### src/rtl/nibble_serial_add_ctrl_pkg.sv
// Shared types and constants for the nibble-serial adder sequencer.
package nibble_add_pkg;

  localparam int NIB_W = 4;

  typedef enum logic [1:0] {
    IDLE,
    RUN,
    DRAIN,
    DONE
  } state_t;

  function automatic int nib_count(input int width);
    return width / NIB_W;
  endfunction

endpackage

### src/rtl/nibble_serial_add_ctrl.sv
// Sequences a WIDTH-bit addition through an external registered 4-bit adder,
// one nibble per cycle, chaining the adder's registered carry back in.
module nibble_serial_add_ctrl
  import nibble_add_pkg::*;
#(
  parameter int WIDTH = 16
) (
  input  logic             clk,
  input  logic             rst,
  input  logic             in_valid,
  output logic             in_ready,
  input  logic [WIDTH-1:0] in_a,
  input  logic [WIDTH-1:0] in_b,
  input  logic             in_cin,
  output logic [NIB_W-1:0] add_a,
  output logic [NIB_W-1:0] add_b,
  output logic             add_cin,
  input  logic [NIB_W-1:0] add_sum,
  input  logic             add_cout,
  output logic             out_valid,
  input  logic             out_ready,
  output logic [WIDTH-1:0] out_sum,
  output logic             out_cout
);

  localparam int NIB   = nib_count(WIDTH);
  localparam int IDX_W = $clog2(NIB);
  localparam logic [IDX_W-1:0] LAST = IDX_W'(NIB - 1);

  generate
    if ((WIDTH % NIB_W) != 0 || WIDTH < 8) begin : g_bad_width
      $error("nibble_serial_add_ctrl: WIDTH must be a multiple of 4 and at least 8");
    end
  endgenerate

  state_t state, state_next;
  logic [IDX_W-1:0] idx;
  logic [NIB-1:0][NIB_W-1:0] opa_q, opb_q, sum_q;
  logic cin_q, cout_q;

  always_ff @(posedge clk or negedge rst) begin
    if (!rst) begin
      state <= IDLE;
    end else begin
      state <= state_next;
    end
  end

  always_comb begin
    state_next = state;
    in_ready   = 1'b0;
    out_valid  = 1'b0;
    add_a      = '0;
    add_b      = '0;
    add_cin    = 1'b0;
    case (state)
      IDLE: begin
        in_ready = 1'b1;
        if (in_valid) state_next = RUN;
      end
      RUN: begin
        add_a   = opa_q[idx];
        add_b   = opb_q[idx];
        // From nibble 1 on, the adder's registered carry feeds straight back.
        add_cin = (idx == '0) ? cin_q : add_cout;
        if (idx == LAST) state_next = DRAIN;
      end
      DRAIN: state_next = DONE;
      DONE: begin
        out_valid = 1'b1;
        if (out_ready) state_next = IDLE;
      end
      default: state_next = IDLE;
    endcase
  end

  always_ff @(posedge clk or negedge rst) begin
    if (!rst) begin
      idx    <= '0;
      opa_q  <= '0;
      opb_q  <= '0;
      cin_q  <= 1'b0;
      sum_q  <= '0;
      cout_q <= 1'b0;
    end else begin
      case (state)
        IDLE: begin
          if (in_valid) begin
            opa_q <= in_a;
            opb_q <= in_b;
            cin_q <= in_cin;
            idx   <= '0;
          end
        end
        RUN: begin
          // The adder returns nibble idx-1 while nibble idx is being driven.
          if (idx != '0) sum_q[idx - IDX_W'(1)] <= add_sum;
          if (idx != LAST) idx <= idx + IDX_W'(1);
        end
        DRAIN: begin
          sum_q[LAST] <= add_sum;
          cout_q      <= add_cout;
        end
        default: ;
      endcase
    end
  end

  assign out_sum  = sum_q;
  assign out_cout = cout_q;

endmodule

### config.mk
export PLATFORM = sky130hd
export DESIGN_NAME = nibble_serial_add_ctrl
export DESIGN_NICKNAME = d
export VERILOG_FILES = /design/src/rtl/nibble_serial_add_ctrl_pkg.sv /design/src/rtl/nibble_serial_add_ctrl.sv
export SDC_FILE = /design/constraint.sdc
export NUM_CORES = 1
export LEC_CHECK = 0
export BUFFER_PORTS_ARGS = -buffer_cell sky130_fd_sc_hd__buf_2
export CORE_MARGIN = 2
export CORE_UTILIZATION = 40
export DETAILED_ROUTE_END_ITERATION = 8
export HOLD_SLACK_MARGIN = 0.06
export SYNTH_ARGS = -nofsm -noshare
export SYNTH_HDL_FRONTEND = slang
export SYNTH_SLANG_ARGS = --single-unit
### constraint.sdc
create_clock -name clk -period 1.8 [get_ports clk]
set_input_delay 0.27 -clock clk [delete_from_list [all_inputs] [get_ports clk]]
set_output_delay 0.27 -clock clk [all_outputs]
set_load 0.01 [all_outputs]
==> flow_summary_export.csv <==
group,metric,value,unit
sta,worst_slew_pin_slew,0.477,ns
global_routing,grt_start_max_net_pins,36,
setup_path,crit_fanout,7,
detailed_routing,routed_wl,4.98,mm
sta,min_period_over_period,1.09,
place,io_buffer_count,69,
cts,cts_sinks,54,
place,placed_area,3030,um2
floorplanning,initial_core_util,0.419,
global_routing,antenna_found_initial,0,
yosys,syn_avg_cell_area,14.9,um2
place,pre_cts_ws,0.0361,ns
floorplanning,die_x,83.3,um
yosys,synthMuxAreaShare,0.293,
cts,clk_latency,0.30,ns
global_routing,grt_pass1_vias,1675,
cells_and_area,nNetsFinal,305,
floorplanning,dieArea,6930,um2
power_and_ir_drop,p_per_area,1750,nW/um2
global_routing,grt-ovfl-total,0,
yosys,syn_area,2510,um2
yosys,yosys.area_share.simple,0.0498,
place,place_congestion,0.777,
sta,maxSlewHeadroom,0.682,
setup_path,start_kind,"flip-flop",
cells_and_area,final_util,0.535,
global_routing,grt_pass1_wl,8.40,mm
cells_and_area,antennaDiodeCount,0,
detailed_routing,drt_pass1_iterations,4,
yosys,synth_fp_nets,222,
global_routing,grt_usage,0.152,
detailed_routing,drtIter0Drc,71,
yosys,ys.flop_type,"dfrtp_1",
cells_and_area,area_growth,27.5,%
setup_path,crit_type,"flip-flop to output port",
hold_path,min_delay_path_depth,2,
sta,timing.final.ws_setup,-0.154,ns
outcome,status,"finished, violations left",
yosys,ys_seq_area_frac,0.538,
sta,timing.fmax,512,MHz
yosys,synth_top_family_by_area,"multiplexers",
detailed_routing,wl_per_cell,15.2,um
cells_and_area,fillCellCount,537,
place,post-dp-hpwl,3.63,mm
yosys,synth_edf_count,0,
yosys,synthArstFlopShare,1.00,
yosys,synth-xor-area-share,0,
cts,clk_pin_slew,0.10,ns
setup_path,end_kind,"output port",
yosys,synth_compound_area_frac,0.0413,
cts,numCtsBuffers,5,
sta,rsz0062_at_grt,"true",
sta,finalHoldViolCount,0,
floorplanning,coreArea,5990,um2
yosys,synthAdderAreaFrac,0.0548,
detailed_routing,ant_nets,0,
yosys,syn_inst,169,
job,maxCapViolCount,0,
setup_path,r2r_cells,6,
setup_path,cp.required,1.53,ns
sta,fin_worst_skew,0.00702,ns
cts,cts_tree,"done",
outcome,violations,"setup timing",
cells_and_area,final_area,3200,um2
hold_path,hold_class,"primary input to flip-flop",
setup_path,crit_arrival,1.68,ns
cts,cts_max_level,2,
detailed_routing,drc_errors,0,
yosys,yosys_warnings,0,
yosys,synth-seq-cells,54,
detailed_routing,vias,1620,
floorplanning,die-height,83.3,um
floorplanning,rows,28,
floorplanning,boundaryPins,70,
yosys,ys_types,26,
cts,clockBufferDepth,2,
power_and_ir_drop,p_leak,0.00153,uW
detailed_routing,avgViaCountPerCell,4.94,
sta,period_needed,1.95,ns
cells_and_area,drive_above_1_share,0.605,
cts,clockRootBuffer,"clkbuf_8",
power_and_ir_drop,peakVddDrop,0.717,mV
sta,drv_slew,0,
sta,finalSetupViolCount,8,
## state kept, by name, indices dropped and copies added (netlist names)
name	count
out_cout	1
opb_q	16
cin_q	1
state	2
out_sum	16
idx	2
opa_q	16
## path summary, 6_finish.rpt
check	start	to	slack [ns]
max	idx[0]$_DFFE_PN0P_	add_b[2]	-0.15
max in group asynchronous	rst	idx[0]$_DFFE_PN0P_	0.79
min	in_a[12]	opa_q[12]$_DFFE_PN0P_	0.19
max reg2reg	idx[0]$_DFFE_PN0P_	state[1]$_DFFE_PN0P_	0.07
min reg2reg	out_sum[13]$_DFFE_PN0P_	out_sum[13]$_DFFE_PN0P_	0.50
min in group asynchronous	rst	out_sum[3]$_DFFE_PN0P_	0.46
## cells in the mapped netlist (2+ instances only)
cell / instances / area share
a21oi_1: 3 / 0.0060
a22o_1: 4 / 0.014
and2_1: 8 / 0.020
buf_2: 4 / 0.0080
dfrtp_1: 54 / 0.54
ha_1: 11 / 0.055
inv_1: 6 / 0.0090
mux2_2: 47 / 0.21
mux2i_1: 2 / 0.0080
mux4_1: 2 / 0.021
mux4_2: 6 / 0.054
nand2_1: 5 / 0.0075
nor2_1: 2 / 0.0030
nor2b_1: 3 / 0.0075
## layer usage
metal | wire length (um) | GRT usage | vias up
met2 | 2340 | 0.227 | 41
met1 | 2360 | 0.214 | 804
met3 | 271 | 0.0517 | 2
met4 | 15 | 0.0358 | 0
li1 | - | - | 773
met5 | 0 | 0 | -
## final cells by class
cell class | instances | area (um2) | share of cell area
Inverter | 6 | 22.5 | 0.00703
Multi-Input combinational cell | 103 | 1130 | 0.353
Clock buffer | 7 | 86.3 | 0.0269
Clock inverter | 1 | 5.00 | 0.00156
Sequential cell | 54 | 1350 | 0.422
Timing Repair Buffer | 82 | 512 | 0.160
Tap cell | 75 | 93.8 | 0.0293
## layout by cell type, fill, tap and decap left out
cell type | synthesis | layout
a221oi_4 | 0 | 1
nor2_1 | 2 | 2
a21oi_1 | 3 | 3
dlygate4sd3_1 | 0 | 1
buf_6 | 1 | 5
mux2i_1 | 2 | 2
ha_2 | 0 | 3
clkbuf_8 | 0 | 6
a22o_1 | 4 | 4
a21o_1 | 1 | 1
nand2_1 | 5 | 5
mux4_2 | 6 | 7
mux2_4 | 0 | 1
and2_4 | 0 | 4
a31oi_1 | 1 | 1
dfrtp_2 | 0 | 1
or3b_2 | 1 | 1
clkinv_2 | 0 | 1
mux2_2 | 47 | 46
buf_4 | 0 | 8
buf_12 | 0 | 3
o311ai_1 | 1 | 1
nand4_1 | 1 | 1
nand3b_1 | 1 | 1
dfrtp_1 | 54 | 53
nor2b_1 | 3 | 3
a21boi_0 | 1 | 1
o221ai_1 | 1 | 1
inv_2 | 0 | 1
clkbuf_1 | 1 | 1
buf_2 | 4 | 65
ha_1 | 11 | 8
and2_1 | 8 | 4
mux4_1 | 2 | 1
and2b_1 | 1 | 1
inv_1 | 6 | 5
## critical path, stage by stage (launching register included)
cell and delay (ns):
dfrtp_2 0.48, buf_12 0.15, mux4_2 0.49, and2_4 0.15, buf_6 0.11
## power breakdown
group          internal [uW]  switching, uW  leakage [uW]
clock network            311            380     0.0000482
registers               1840            336      0.000639
logic                   1640           1100      0.000838
## what timing repair did
item	CTS	global route
buffers inserted	2	0
pin swaps	7	1
endpoints found under the setup margin	9	11
hold endpoints to repair	19	0
gates resized for setup	10	7
hold buffers	1	0
## logic make-up after synthesis
group                    Yosys count
buffers and inverters             12
adder cells (fa/ha/maj)           11
flip-flops                        54
multiplexers                      57
AO/OA/AOI/OAI                     13
AND/OR/NAND/NOR                   22
## through the flow
step / std cells / setup TNS [ns] / hold WS, ns / total power (uW)
floorplan: 169 / 0 / -0.0256 / 3870
global placement: 317 / 0 / 0.251 / 4690
detailed placement: 317 / 0 / 0.260 / 4740
CTS: 328 / -1.18 / 0.181 / 5570
global route: 328 / -1.82 / 0.172 / 6030
finish: 328 / -1.09 / 0.192 / 5600
Power figures use the tool's default switching activity.
